$ cat config.mk
export PLATFORM = sky130hd
export DESIGN_NAME = gpmc_ctrl_engine
export DESIGN_NICKNAME = d
export VERILOG_FILES = /design/src/rtl/gpmc_ctrl_engine.sv
export SDC_FILE = /design/constraint.sdc
export NUM_CORES = 1
export LEC_CHECK = 0
export BUFFER_PORTS_ARGS = -buffer_cell sky130_fd_sc_hd__buf_2
export CAP_MARGIN = 5
export CORE_MARGIN = 5
export CORE_UTILIZATION = 36
export DETAILED_ROUTE_END_ITERATION = 6
export GPL_ROUTABILITY_DRIVEN = 0
export GPL_TIMING_DRIVEN = 0
export PLACE_DENSITY_LB_ADDON = 0.08
export SLEW_MARGIN = 40
export SYNTH_ARGS = -nofsm -noshare
export SYNTH_HDL_FRONTEND = slang
export SYNTH_SLANG_ARGS = --single-unit
$ cat constraint.sdc
create_clock -name clk -period 2.2 [get_ports clk]
set_input_delay 0.33 -clock clk [delete_from_list [all_inputs] [get_ports clk]]
set_output_delay 0.33 -clock clk [all_outputs]
set_load 0.02 [all_outputs]
$ cat src/rtl/gpmc_ctrl_engine.sv
// Command/response control engine: parses 2-beat settings commands,
// issues settings writes or readbacks, and returns a 2-beat response.
// Ports: clk/arst_n/clear, ctrl_* command stream in, resp_* response
// stream out, set_* settings write, rb_* readback, err_count.
module gpmc_ctrl_engine #(
  parameter int SET_AW = 8,
  parameter int ERR_W  = 16
) (
  input  logic              clk,
  input  logic              arst_n,
  input  logic              clear,
  input  logic [35:0]       ctrl_data,
  input  logic              ctrl_src_rdy,
  output logic              ctrl_dst_rdy,
  output logic [35:0]       resp_data,
  output logic              resp_src_rdy,
  input  logic              resp_dst_rdy,
  output logic              set_stb,
  output logic [SET_AW-1:0] set_addr,
  output logic [31:0]       set_data,
  output logic [SET_AW-1:0] rb_addr,
  input  logic [31:0]       rb_data,
  output logic [ERR_W-1:0]  err_count
);

  typedef enum logic [2:0] {
    S_HDR,
    S_DATA,
    S_ACT,
    S_RSP0,
    S_RSP1,
    S_DRAIN
  } state_t;

  state_t            state;
  logic [15:0]       seq_q;
  logic              rd_q;
  logic [SET_AW-1:0] addr_q;
  logic [31:0]       data_q;
  logic [31:0]       rsp_q;
  logic [ERR_W-1:0]  err_q;

  logic        sof;
  logic        eof;
  logic        c_xfer;
  logic        r_xfer;
  logic [15:0] addr_w;
  logic        unused_bits;

  assign sof    = ctrl_data[32];
  assign eof    = ctrl_data[33];
  assign addr_w = 16'(addr_q);

  assign unused_bits = ^{ctrl_data, addr_w};

  // Handshakes are forced low while reset or clear is active so no
  // beat can transfer into a state that is being discarded.
  assign ctrl_dst_rdy = arst_n & ~clear &
    ((state == S_HDR) | (state == S_DATA) | (state == S_DRAIN));
  assign resp_src_rdy = ~clear &
    ((state == S_RSP0) | (state == S_RSP1));
  assign set_stb = ~clear & (state == S_ACT) & ~rd_q;

  assign c_xfer = ctrl_src_rdy & ctrl_dst_rdy;
  assign r_xfer = resp_src_rdy & resp_dst_rdy;

  assign set_addr  = addr_q;
  assign set_data  = data_q;
  assign rb_addr   = addr_q;
  assign err_count = err_q;

  function automatic logic [ERR_W-1:0] sat_inc(
    input logic [ERR_W-1:0] v
  );
    return (&v) ? v : v + ERR_W'(1);
  endfunction

  always_ff @(posedge clk or negedge arst_n) begin
    if (!arst_n) begin
      state     <= S_HDR;
      seq_q     <= '0;
      rd_q      <= 1'b0;
      addr_q    <= '0;
      data_q    <= '0;
      rsp_q     <= '0;
      err_q     <= '0;
      resp_data <= '0;
    end else if (clear) begin
      state     <= S_HDR;
      seq_q     <= '0;
      rd_q      <= 1'b0;
      addr_q    <= '0;
      data_q    <= '0;
      rsp_q     <= '0;
      err_q     <= '0;
      resp_data <= '0;
    end else begin
      unique case (state)
        S_HDR: begin
          if (c_xfer) begin
            if (sof && !eof) begin
              seq_q  <= ctrl_data[31:16];
              rd_q   <= ctrl_data[8];
              addr_q <= ctrl_data[SET_AW-1:0];
              state  <= S_DATA;
            end else begin
              err_q <= sat_inc(err_q);
              // Orphan body beat: skip the rest of its packet.
              if (!sof && !eof) state <= S_DRAIN;
            end
          end
        end
        S_DATA: begin
          if (c_xfer) begin
            if (eof) begin
              data_q <= ctrl_data[31:0];
              state  <= S_ACT;
            end else begin
              err_q <= sat_inc(err_q);
              state <= S_DRAIN;
            end
          end
        end
        S_ACT: begin
          rsp_q     <= rd_q ? rb_data : data_q;
          resp_data <= {4'b0001, seq_q, 7'b0, rd_q, addr_w[7:0]};
          state     <= S_RSP0;
        end
        S_RSP0: begin
          if (r_xfer) begin
            resp_data <= {4'b0010, rsp_q};
            state     <= S_RSP1;
          end
        end
        S_RSP1: begin
          if (r_xfer) begin
            resp_data <= '0;
            state     <= S_HDR;
          end
        end
        S_DRAIN: begin
          if (c_xfer && eof) state <= S_HDR;
        end
        default: state <= S_HDR;
      endcase
    end
  end

endmodule
# Yosys cells after proc, flatten, opt, wreduce, memory -nomap -nowiden
# Cells that the tools add are included.
totals:
  word_cells: 94
  output_inout_bits: 103
  regBits: 144
  in_bits: 73
op_classes:
  bitwise_logic: 12
  eq_ne: 13
  n_reduce_logical: 20
  muxes: 40
  add_sub_neg: 1
ops:
  columns: ["operator", "n"]
  rows:
  - ["32-bit two-way mux", 7]
  - ["16-bit two-way mux", 10]
  - ["36-bit two-way mux", 3]
  - ["36-bit one-hot mux with 3 select lines", 1]
  - ["8-bit two-way mux", 4]
  - ["16-bit one-hot mux with 2 select lines", 1]
  - ["3-bit two-way mux", 9]
  - ["3-bit inequality test, second input constant", 6]
  - ["3-bit one-hot mux with 6 select lines", 1]
  - ["16-bit by 1-bit adder with 16-bit output, second input constant", 1]
  - ["16-bit AND reduction", 1]
  - ["2-bit nonzero test", 6]
  - ["3-bit AND reduction", 3]
  - ["1-bit bitwise AND", 7]
  - ["3-bit by 2-bit equality test with 1-bit output, second input constant", 2]
  - ["3-bit equality test, second input constant", 2]
  - ["6-bit AND reduction", 1]
  - ["5-bit AND reduction", 1]
  - ["1-bit two-way mux", 4]
  - ["4-bit by 2-bit inequality test with 1-bit output, second input constant", 1]
  - ["4-bit nonzero test", 1]
  - ["3-bit by 1-bit equality test with 1-bit output, second input constant", 1]
  - ["1-bit logical AND", 3]
  - ["3-bit zero test", 1]
  - ["5 further kinds", 9]

# Depth between registers and ports, before layout
# Gate-level depths: netlist (run 1).
depth:
  depth_word: 9
  mapped_depth: 8

# Worst setup path after synthesis (run 1)
# No wires, ideal clock.
synth_timing:
  path_kind: "reg2reg"
  start: "reg state[0]"
  end: "reg err_q[14], in the netlist err_count[14]"
  setup_time_ps: 78
  synth_period_minus_slack_ps: 2105
  arrival_time_ps: 2027
  setup_slack_ps: 95
  required_time_ps: 2122
  stages_incl_launch_ff: 8
  path_cell_list: "dfrtp_1 buf_6 and2_4 o31a_1 or4b_1 buf_2 or4_1 a21oi_1"
synth_between:
  elab_chain_len: 7
synth_rtl:
  columns: ["item", "line_no", "text"]
  rows:
  - ["from (decl)", "35", "state_t state;"]
  - ["from (signal assigned)", "80", "state <= S_HDR;"]
  - ["from (signal assigned)", "89", "state <= S_HDR;"]
  - ["from (signal assigned)", "105", "state <= S_DATA;"]
  - ["3-bit by 1-bit equality test with 1-bit output / 3-bit zero test (equally long branches)", "59, 98", null]
  - ["1-bit bitwise OR (2 in series)", "59", "((state == S_HDR) | (state == S_DATA) | (state == S_DRAIN));"]
  - ["1-bit bitwise AND", "58", "assign ctrl_dst_rdy = arst_n & ~clear &"]
  - ["1-bit bitwise AND", "64", "assign c_xfer = ctrl_src_rdy & ctrl_dst_rdy;"]
  - ["3-bit inequality test (no source line)", null, null]
  - ["5-bit AND reduction (no source line)", null, null]
  - ["to (signal assigned)", "107", "err_q <= sat_inc(err_q);"]
  - ["to (signal assigned)", "119", "err_q <= sat_inc(err_q);"]
  - ["to (decl)", "41", "logic [ERR_W-1:0] err_q;"]
# Parallel ways exist; a longest one is shown, timed or not.
# A chain may end at the register's enable or synchronous reset.

# Worst setup path in the final report (run 1)
layout_timing:
  start: "reg state[0]"
  end: "out set_stb"
layout_between:
  elab_chain_len: 3
layout_rtl:
  columns: ["item", "line_no", "text"]
  rows:
  - ["3-bit by 2-bit equality test with 1-bit output", "62", "assign set_stb = ~clear & (state == S_ACT) & ~rd_q;"]
  - ["1-bit bitwise AND (2 in series)", "62", null]
  - ["to (decl)", "18", "output logic set_stb,"]
# Every way passes these cells.

==> impl_metrics.csv, run 1 <==
group,metric,value,unit
outcome,outcome,"finished with violations",
outcome,violations,"setup timing",
setup_path,crit_required,1870,ps
timing,maxSlewHeadroom,0.437,
grt,grt_pass1_wl,32000,um
logic_synthesis,syn_inst,677,
setup_path,cp-end-kind,"primary output",
setup_path,cpMaxStageDelayCell,"nand3_2",
detailed_routing,wl_per_cell,18.8,um
floorplan,io_pins,176,
timing,min_period_over_period,1.02,
clocking,cts.sinks,142,
detailed_routing,drt_iter0_drc,294,
floorplan,die_h,143,um
timing,rsz0062_at_grt,"yes",
setup_path,crit_chain,"buf_6, inv_1, nand3_2, nor2_1, buf_2",
finish,syn_to_final_growth,30.7,%
job,cap_violations,0,
grt,grt_pass1_vias,5843,
finish,fillers,1702,
floorplan,dieWidth,143,um
logic_synthesis,synth-seq-area-share,0.555,
clocking,numCtsBuffers,17,
logic_synthesis,synth.distinct_cells,43,
setup_path,cp_max_fo,16,
clocking,h-tree-depth,4,
grt,grt_max_degree,68,
timing,final_hold_viol_count,0,
logic_synthesis,synth.yosys.warnings,0,
detailed_routing,firstDrtPassIters,5,
power_and_ir_drop,vdd_drop_max,0.000612,V
logic_synthesis,synth_top_cells_by_count,"nand2_1, dfrtp_1, a21oi_1, clkbuf_1, o21ai_0",
logic_synthesis,synth_area,6400,sq um
floorplan,die_area,20600,sq um
grt,gr-usage-all-layers,0.203,
clocking,cts_tree,"yes",
clocking,root_buffer,"clkbuf_16",
finish,layout-drive-gt1-share,0.288,
logic_synthesis,ys.flop_type,"dfrtp_1",
grt,grt.overflow.total,0,
timing,finalCriticalPeriod,2240,ps
detailed_routing,routed_wl,20800,um
finish,nets,942,
logic_synthesis,ys_top_cells_by_area,"dfrtp_1, nand2_1, a21oi_1",
timing,postLayoutSetupSlackWorst,-36.3,ps
detailed_routing,drtAntennaViolNets,0,
detailed_routing,route.detailed.vias_per_inst,5.16,
logic_synthesis,ys_ff_latch,142,
timing,setup_viol,1,
power_and_ir_drop,power_density,836,nW/um^2
placement,dp_hpwl,14800,um
power_and_ir_drop,power.leakage,4.03,nW
floorplan,rows,48,
logic_synthesis,synthMuxAreaShare,0.0534,
logic_synthesis,synth_top_area_frac,0.555,
logic_synthesis,synth_edf_count,0,
floorplan,initial_utilization,0.369,
timing,finalHoldWorstSlack,146,ps
logic_synthesis,synth_xor_area_frac,0.0137,
timing,drv_slew,0,
detailed_routing,drc,0,
logic_synthesis,synth_most_common_cell,"nand2_1",
timing,tightest_slew,845,ps
logic_synthesis,synthSimpleGateAreaFrac,0.188,
hold_path,hold_path_class,"input pin to flop",
logic_synthesis,synth-compound-area-share,0.140,
placement,portBuffers,170,
logic_synthesis,yosys.area.top_type,"dfrtp_1",
clocking,clk_pin_slew,60,ps
logic_synthesis,async_flop_share,1.00,
setup_path,cpLargestDelayFamily,"simple AND/OR/NAND/NOR gates",
setup_path,cp_slowest_stage_delay,390,ps
setup_path,critPathKind,"flop to primary output",
logic_synthesis,synth_top_family_by_area,"simple AND/OR/NAND/NOR gates",
timing,max_freq,447,MHz
logic_synthesis,synth.avg_cell_area,9.46,sq um
setup_path,cp-start-kind,"flop",
detailed_routing,vias,5707,
clocking,worstSkewPairLatency,410,ps
setup_path,arrival,1910,ps
setup_path,critPathBufInv,3,
logic_synthesis,synthAdderAreaFrac,0.00195,
finish,diodes,0,
power_and_ir_drop,power,7.00,mW
timing,clock_skew,8.16,ps
floorplan,core_area,17400,sq um
finish,post-route-util,0.482,
grt,antenna_found_initial,0,
clocking,clock_path_buffers,2,
worst paths after layout:
kind / from / to / slack, ps / cells past startpoint
worst max register to register: state[0] / seq_q[8] / 0 / 7
min in group asynchronous: arst_n / resp_data[1] / 570 / 3
worst min register to register: resp_data[15] / resp_data[15] / 460 / 2
worst max-delay path: state[0] / set_stb / -40 / 5
worst min-delay path: ctrl_data[11] / set_data[11] / 150 / 3
max in group asynchronous: arst_n / seq_q[4] / 940 / 4
routing by layer:
layer	vias to the layer above	routed length, um	part of all wire	global-route usage
met5	-	0	0	0
met4	0	291	0.014	0.0619
met3	18	1500	0.072	0.0426
met2	203	9640	0.46	0.325
met1	2786	9330	0.45	0.280
li1	2700	-	-	-
registers in the layout, indices dropped and copies added (netlist names):
name,cells
seq_q,16
set_data,32
err_count,16
state,3
rsp_q,32
resp_data,34
rd_q,1
rb_addr,8
worst min-delay path: cells and delay by family:
kind / cells / cell delay [ps]
AOI/OAI and AO/OA: 1 / 50
buffers and inverters: 1 / 100
and+or+nand+nor: 1 / 40
where the power goes:
group / internal, mW / total, mW / leakage [nW] / switching (mW)
logic: 0.368 / 1.10 / 1.76 / 0.736
clock network: 1.98 / 3.07 / 0.305 / 1.09
registers: 2.72 / 2.83 / 1.96 / 0.109
total: 5.06 / 7.00 / 4.03 / 1.93
cell usage in the layout (no fill, tap or decap), types with 16 or more instances in the layout:
| cell | instances |
|---|---|
| nand2_1 | 174 |
| buf_2 | 173 |
| dfrtp_1 | 141 |
| a21oi_1 | 66 |
| o21ai_0 | 40 |
| mux2i_1 | 33 |
| nor2_1 | 30 |
| clkbuf_1 | 23 |
| and3_1 | 23 |
| clkbuf_16 | 17 |
| nand3_1 | 16 |
| a221o_1 | 16 |
timing repair:
action / in CTS / in global routing
pin swaps: 1 / 2
hold buffers: 2 / 0
endpoints found under the setup margin: 78 / 66
setup buffers: 2 / 0
resized for setup: 27 / 26
hold endpoints to repair: 23 / 0
logic make-up after synthesis:
| kind of cell | Yosys count |
|---|---|
| XOR/XNOR | 10 |
| other | 1 |
| AND/OR/NAND/NOR | 274 |
| AO/OA/AOI/OAI | 147 |
| adder cells (fa/ha/maj) | 1 |
| buffers and inverters | 68 |
| flip-flops | 142 |
| multiplexers | 34 |
through the flow:
step,cells,setup WS (ps),setup TNS (ps),area [sq um]
global route,1106,-169,-2750,8370
finish,1106,-36.3,-36.3,8370
CTS,1106,-51.1,-55.8,8330
detailed placement,1075,-663,-30910,7600
floorplan,678,95.0,0,6410
global placement,1073,-2870,-399150,7540
final cells by class:
type,instances,area [sq um],area share
timing repair buffer,176,961,0.115
sequential,142,3550,0.425
clock inverter,11,163,0.0194
multi-input combinational,468,2620,0.313
tap,225,282,0.0336
clock buffer,21,470,0.0562
inverter,7,26.3,0.00314
buffer,56,298,0.0356
Note: power is estimated with default switching activity, not from simulation.
==> run 2: changes to the inputs <==
--- a/config.mk
+++ b/config.mk
@@ -9,6 +9,7 @@
 export CAP_MARGIN = 5
 export CORE_MARGIN = 5
 export CORE_UTILIZATION = 36
+export CTS_CLUSTER_SIZE = 25
 export DETAILED_ROUTE_END_ITERATION = 6
 export GPL_ROUTABILITY_DRIVEN = 0
 export GPL_TIMING_DRIVEN = 0
==> constraint.sdc (replaced) <==
create_clock -name clk -period 2.8 [get_ports clk]
set_input_delay 0.42 -clock clk [delete_from_list [all_inputs] [get_ports clk]]
set_output_delay 0.42 -clock clk [all_outputs]
set_load 0.02 [all_outputs]
==> run 2 against run 1 <==
  * The run now ends clean
  * Sequential power down 22%
  * Cell count up 0.18%
  * Sequential share of layout area up 0.48 points
  * Combinational power down 25%
  * Clock-buffer cell count unchanged
  * Critical path type unchanged
  * Critical endpoint unchanged
  * Largest cell class unchanged
==> impl_metrics.csv, run 2 (same netlist as run 1, synthesis figures left out) <==
group,metric,value,unit
placement,portBuffers,170,
setup_path,cp-end-kind,"primary output",
power_and_ir_drop,vdd_drop_max,0.000477,V
clocking,cts.sinks,142,
grt,gr-usage-all-layers,0.202,
floorplan,initial_utilization,0.369,
hold_path,whs_path_depth,3,
timing,drv_slew,0,
clocking,clk_pin_slew,60,ps
finish,diodes,0,
job,cap_violations,0,
floorplan,die_area,20600,sq um
timing,max_freq,377,MHz
grt,grt.overflow.total,0,
grt,grt_pass1_wl,31700,um
power_and_ir_drop,power.leakage,3.96,nW
timing,rsz0062_at_grt,"yes",
detailed_routing,route.detailed.vias_per_inst,5.15,
power_and_ir_drop,power,5.45,mW
timing,tightest_slew,829,ps
setup_path,reg2reg_depth,7,
timing,setup_viol,0,
power_and_ir_drop,power_density,658,nW/um^2
placement,placed_area,7600,sq um
clocking,clock_path_buffers,2,
timing,clock_skew,7.19,ps
grt,antenna_found_initial,0,
finish,final_common_cell,"nand2_1",
finish,stdcell_area,8270,sq um
finish,layout-drive-gt1-share,0.256,
setup_path,cp_slowest_stage_delay,430,ps
setup_path,cp_max_fo,10,
detailed_routing,routed_wl,20500,um
clocking,h-tree-depth,4,
finish,fillers,1720,
clocking,root_buffer,"clkbuf_16",
floorplan,io_pins,176,
detailed_routing,drc,0,
setup_path,rrSetupSlack,160,ps
detailed_routing,firstDrtPassIters,5,
finish,layout_common_cells,"nand2_1, buf_2, dfrtp_1",
setup_path,crit_required,2380,ps
detailed_routing,vias,5703,
finish,syn_to_final_growth,29.2,%
setup_path,critPathKind,"flop to primary output",
detailed_routing,drtAntennaViolNets,0,
timing,min_period_over_period,0.946,
timing,final_hold_viol_count,0,
timing,maxSlewHeadroom,0.448,
clocking,cts_tree,"yes",
hold_path,hp-start,"ctrl_data[11]",
floorplan,dieWidth,143,um
outcome,outcome,"completed",
hold_path,hold_end,"set_data[11]",
clocking,numCtsBuffers,17,
setup_path,r2r_end,"resp_data[23]",
finish,nets,944,
detailed_routing,drt_iter0_drc,356,
finish,post-route-util,0.477,
finish,largest_reg_flops,34,
floorplan,core_area,17400,sq um
setup_path,cp_common_cell,"clkbuf_1",
hold_path,hold_path_class,"input pin to flop",
timing,tns,0,ps
setup_path,cpMaxStageDelayCell,"clkbuf_1",
setup_path,r2r-start,"state[1]",
setup_path,cp-start-kind,"flop",
placement,dp_slack,-63.0,ps
timing,postLayoutSetupSlackWorst,151,ps
finish,largest-register,"resp_data",
detailed_routing,wl_per_cell,18.5,um
floorplan,die_h,143,um
grt,grt_max_degree,68,
setup_path,crit_chain,"clkbuf_1, nand3_2, clkbuf_1, nor2_1, buf_2",
timing,finalCriticalPeriod,2650,ps
grt,grt_pass1_vias,5821,
placement,dp_hpwl,14800,um
setup_path,arrival,2230,ps
floorplan,rows,48,
clocking,worstSkewPairLatency,410,ps
[run 2: cell count changes in the layout (fill, tap and decap cells not counted), sizes merged]
cell,previous run,this run
clkbuf,59,65
buf,193,189
[run 2: power breakdown]
group          internal, mW  switching, mW
clock                  1.56          0.854
sequential             2.13         0.0833
combinational         0.262          0.559
[run 2: how the worst max path moves through the flow]
stage | to | from
final | set_stb | state[1]
after global routing | resp_data[23] | state[1]
after CTS | set_stb | state[2]
after detailed placement | resp_data[23] | state[1]
after global placement | err_count[14] | arst_n
after floorplan | ctrl_dst_rdy | clear
[run 2: through the flow]
step | hold slack, ps | std cells
2_1_floorplan | 124 | 678
3_3_place_gp | 451 | 1073
3_5_place_dp | 289 | 1075
4_1_cts | 222 | 1108
5_1_grt | 240 | 1108
6_report | 235 | 1108
[run 2: per-layer routing]
layer | track usage | vias to the layer above | routed length, um
li1 | - | 2707 | -
met1 | 0.277 | 2774 | 9370
met2 | 0.323 | 198 | 9490
met3 | 0.0426 | 24 | 1380
met4 | 0.0610 | 0 | 298
met5 | 0 | - | 0
[run 2: cell type report]
cell class | count | area, sq um | share of cell area
inverter | 7 | 26.3 | 0.00318
sequential | 142 | 3550 | 0.429
multi-input combinational | 468 | 2570 | 0.310
buffer | 61 | 280 | 0.0339
clock buffer | 21 | 470 | 0.0569
clock inverter | 11 | 163 | 0.0197
tap | 225 | 282 | 0.0340
timing repair buffer | 173 | 931 | 0.113
[run 2: worst max-delay path, delay by kind of cell, from the launching register on]
kind                   cells  cell delay (ps)
buffers and inverters      3              950
flip-flops                 1              380
AND/OR/NAND/NOR            2              480
[run 2: timing repair]
| item | 4_1_cts | 5_1_grt |
|---|---|---|
| gates resized for setup | 1 | 7 |
| buffers inserted | 0 | 0 |
| hold buffers | 1 | 0 |
| endpoints found under the hold margin | 23 | 0 |
| endpoints found under the setup margin | 18 | 26 |
==> run 3: changes to the inputs <==
--- a/config.mk
+++ b/config.mk
@@ -18,3 +18,4 @@
 export SYNTH_ARGS = -nofsm -noshare
 export SYNTH_HDL_FRONTEND = slang
 export SYNTH_SLANG_ARGS = --single-unit
+export TNS_END_PERCENT = 100
==> constraint.sdc (replaced) <==
create_clock -name clk -period 2.5 [get_ports clk]
set_input_delay 0.375 -clock clk [delete_from_list [all_inputs] [get_ports clk]]
set_output_delay 0.375 -clock clk [all_outputs]
set_load 0.02 [all_outputs]
==> run 3 against run 2 <==
  * Clock skew about the same
  * Register-to-register slack gained 30 ps
  * Global-route usage rose by 0.092 points
  * Critical path depth rose by 1
  * Via count is the same
  * Clock-buffer cell count unchanged
  * Combinational power grew 14%
  * Critical path type is now input pin to primary output
==> impl_metrics.csv, run 3 (same netlist as run 1, synthesis figures left out) <==
group,metric,value,unit
outcome,outcome,"completed",
clocking,cts.sinks,142,
finish,layout-drive-gt1-share,0.270,
detailed_routing,wl_per_cell,18.7,um
finish,largest-register,"resp_data",
timing,rsz0062_at_grt,"yes",
finish,final_common_cell,"nand2_1",
detailed_routing,drc,0,
setup_path,cp-start-kind,"input pin",
placement,dp_slack,-363,ps
placement,dp_hpwl,14800,um
grt,grt.overflow.total,0,
detailed_routing,firstDrtPassIters,5,
floorplan,die_h,143,um
floorplan,dieWidth,143,um
finish,nets,946,
detailed_routing,drt_iter0_drc,354,
finish,final_cells,1110,
finish,syn_to_final_growth,30.1,%
timing,tightest_slew,817,ps
clocking,clock_path_buffers,2,
timing,postLayoutSetupSlackWorst,65.1,ps
grt,gr-usage-all-layers,0.202,
placement,placed_area,7600,sq um
finish,diodes,0,
finish,layout_common_cells,"nand2_1, buf_2, dfrtp_1",
grt,antenna_found_initial,0,
grt,grt_pass1_wl,31800,um
grt,grt_max_degree,68,
setup_path,cp-end-kind,"primary output",
timing,max_freq,411,MHz
detailed_routing,drtAntennaViolNets,0,
timing,clock_skew,6.93,ps
placement,dp.cells,1075,
floorplan,io_pins,176,
setup_path,critPathKind,"input pin to primary output",
floorplan,rows,48,
timing,finalCriticalPeriod,2430,ps
finish,fillers,1720,
finish,post-route-util,0.480,
job,cap_violations,0,
grt,grt_pass1_vias,5841,
floorplan,die_area,20600,sq um
timing,setup_viol,0,
finish,stdcell_area,8330,sq um
clocking,clk_pin_slew,60,ps
timing,drv_slew,0,
clocking,root_buffer,"clkbuf_16",
clocking,numCtsBuffers,17,
timing,final_hold_viol_count,0,
timing,maxSlewHeadroom,0.455,
hold_path,hold_path_class,"input pin to flop",
clocking,h-tree-depth,4,
floorplan,core_area,17400,sq um
power_and_ir_drop,power_density,735,nW/um^2
detailed_routing,vias,5703,
placement,portBuffers,170,
setup_path,arrival,2060,ps
timing,min_period_over_period,0.974,
detailed_routing,routed_wl,20700,um
detailed_routing,route.detailed.vias_per_inst,5.14,
power_and_ir_drop,vdd_drop_max,0.000537,V
floorplan,initial_utilization,0.369,
setup_path,cp_max_fo,4,
setup_path,crit_required,2120,ps
clocking,worstSkewPairLatency,410,ps
finish,largest_reg_flops,34,
clocking,cts_tree,"yes",
power_and_ir_drop,power.leakage,4.00,nW
power_and_ir_drop,power,6.12,mW
==> run 3: layout make-up <==
type	count	area [sq um]	area share
buffer	60	289	0.0347
clock buffer	21	470	0.0565
clock inverter	11	163	0.0195
inverter	7	26.3	0.00315
multi-input combinational	468	2590	0.310
sequential	142	3550	0.427
tap	225	282	0.0338
timing repair buffer	176	961	0.115
==> run 3: path summary, 6_finish.rpt <==
| path | from | to | slack, ps | cells past startpoint |
|---|---|---|---|---|
| min reg2reg | resp_data[15] | resp_data[15] | 460 | 2 |
| min | ctrl_data[11] | set_data[11] | 190 | 3 |
| min in group asynchronous | arst_n | resp_data[1] | 620 | 4 |
| max | arst_n | ctrl_dst_rdy | 70 | 6 |
| max reg2reg | state[2] | rb_addr[5] | 190 | 7 |
| max in group asynchronous | arst_n | resp_data[25] | 1180 | 5 |
==> run 3: metrics by stage <==
stage	hold slack (ps)	TNS [ps]
final	191	0
after global routing	195	0
after CTS	177	0
after detailed placement	244	-13670
after global placement	451	-333630
after floorplan	79.4	0
==> run 3: repair_timing <==
item,in CTS,in global routing
gates resized for setup,10,15
endpoints found under the hold margin,23,0
setup buffers,0,2
setup endpoints to repair,51,52
hold buffers,2,0
==> run 3: report_power, final <==
part,switching (mW),internal (mW)
clock,0.955,1.74
sequential,0.0971,2.39
combinational,0.636,0.304
==> run 3: worst max-delay path: stages <==
cell and delay, ps:
dlygate4sd3_1 570, buf_8 120, buf_4 100, inv_1 30, a2111oi_0 580, buf_2 280
==> run 3: layer usage <==
| metal | up-vias | wire length [um] | GRT usage |
|---|---|---|---|
| met4 | 0 | 265 | 0.0590 |
| met1 | 2771 | 9360 | 0.278 |
| met2 | 198 | 9600 | 0.326 |
| li1 | 2717 | - | - |
| met5 | - | 0 | 0 |
| met3 | 17 | 1520 | 0.0429 |
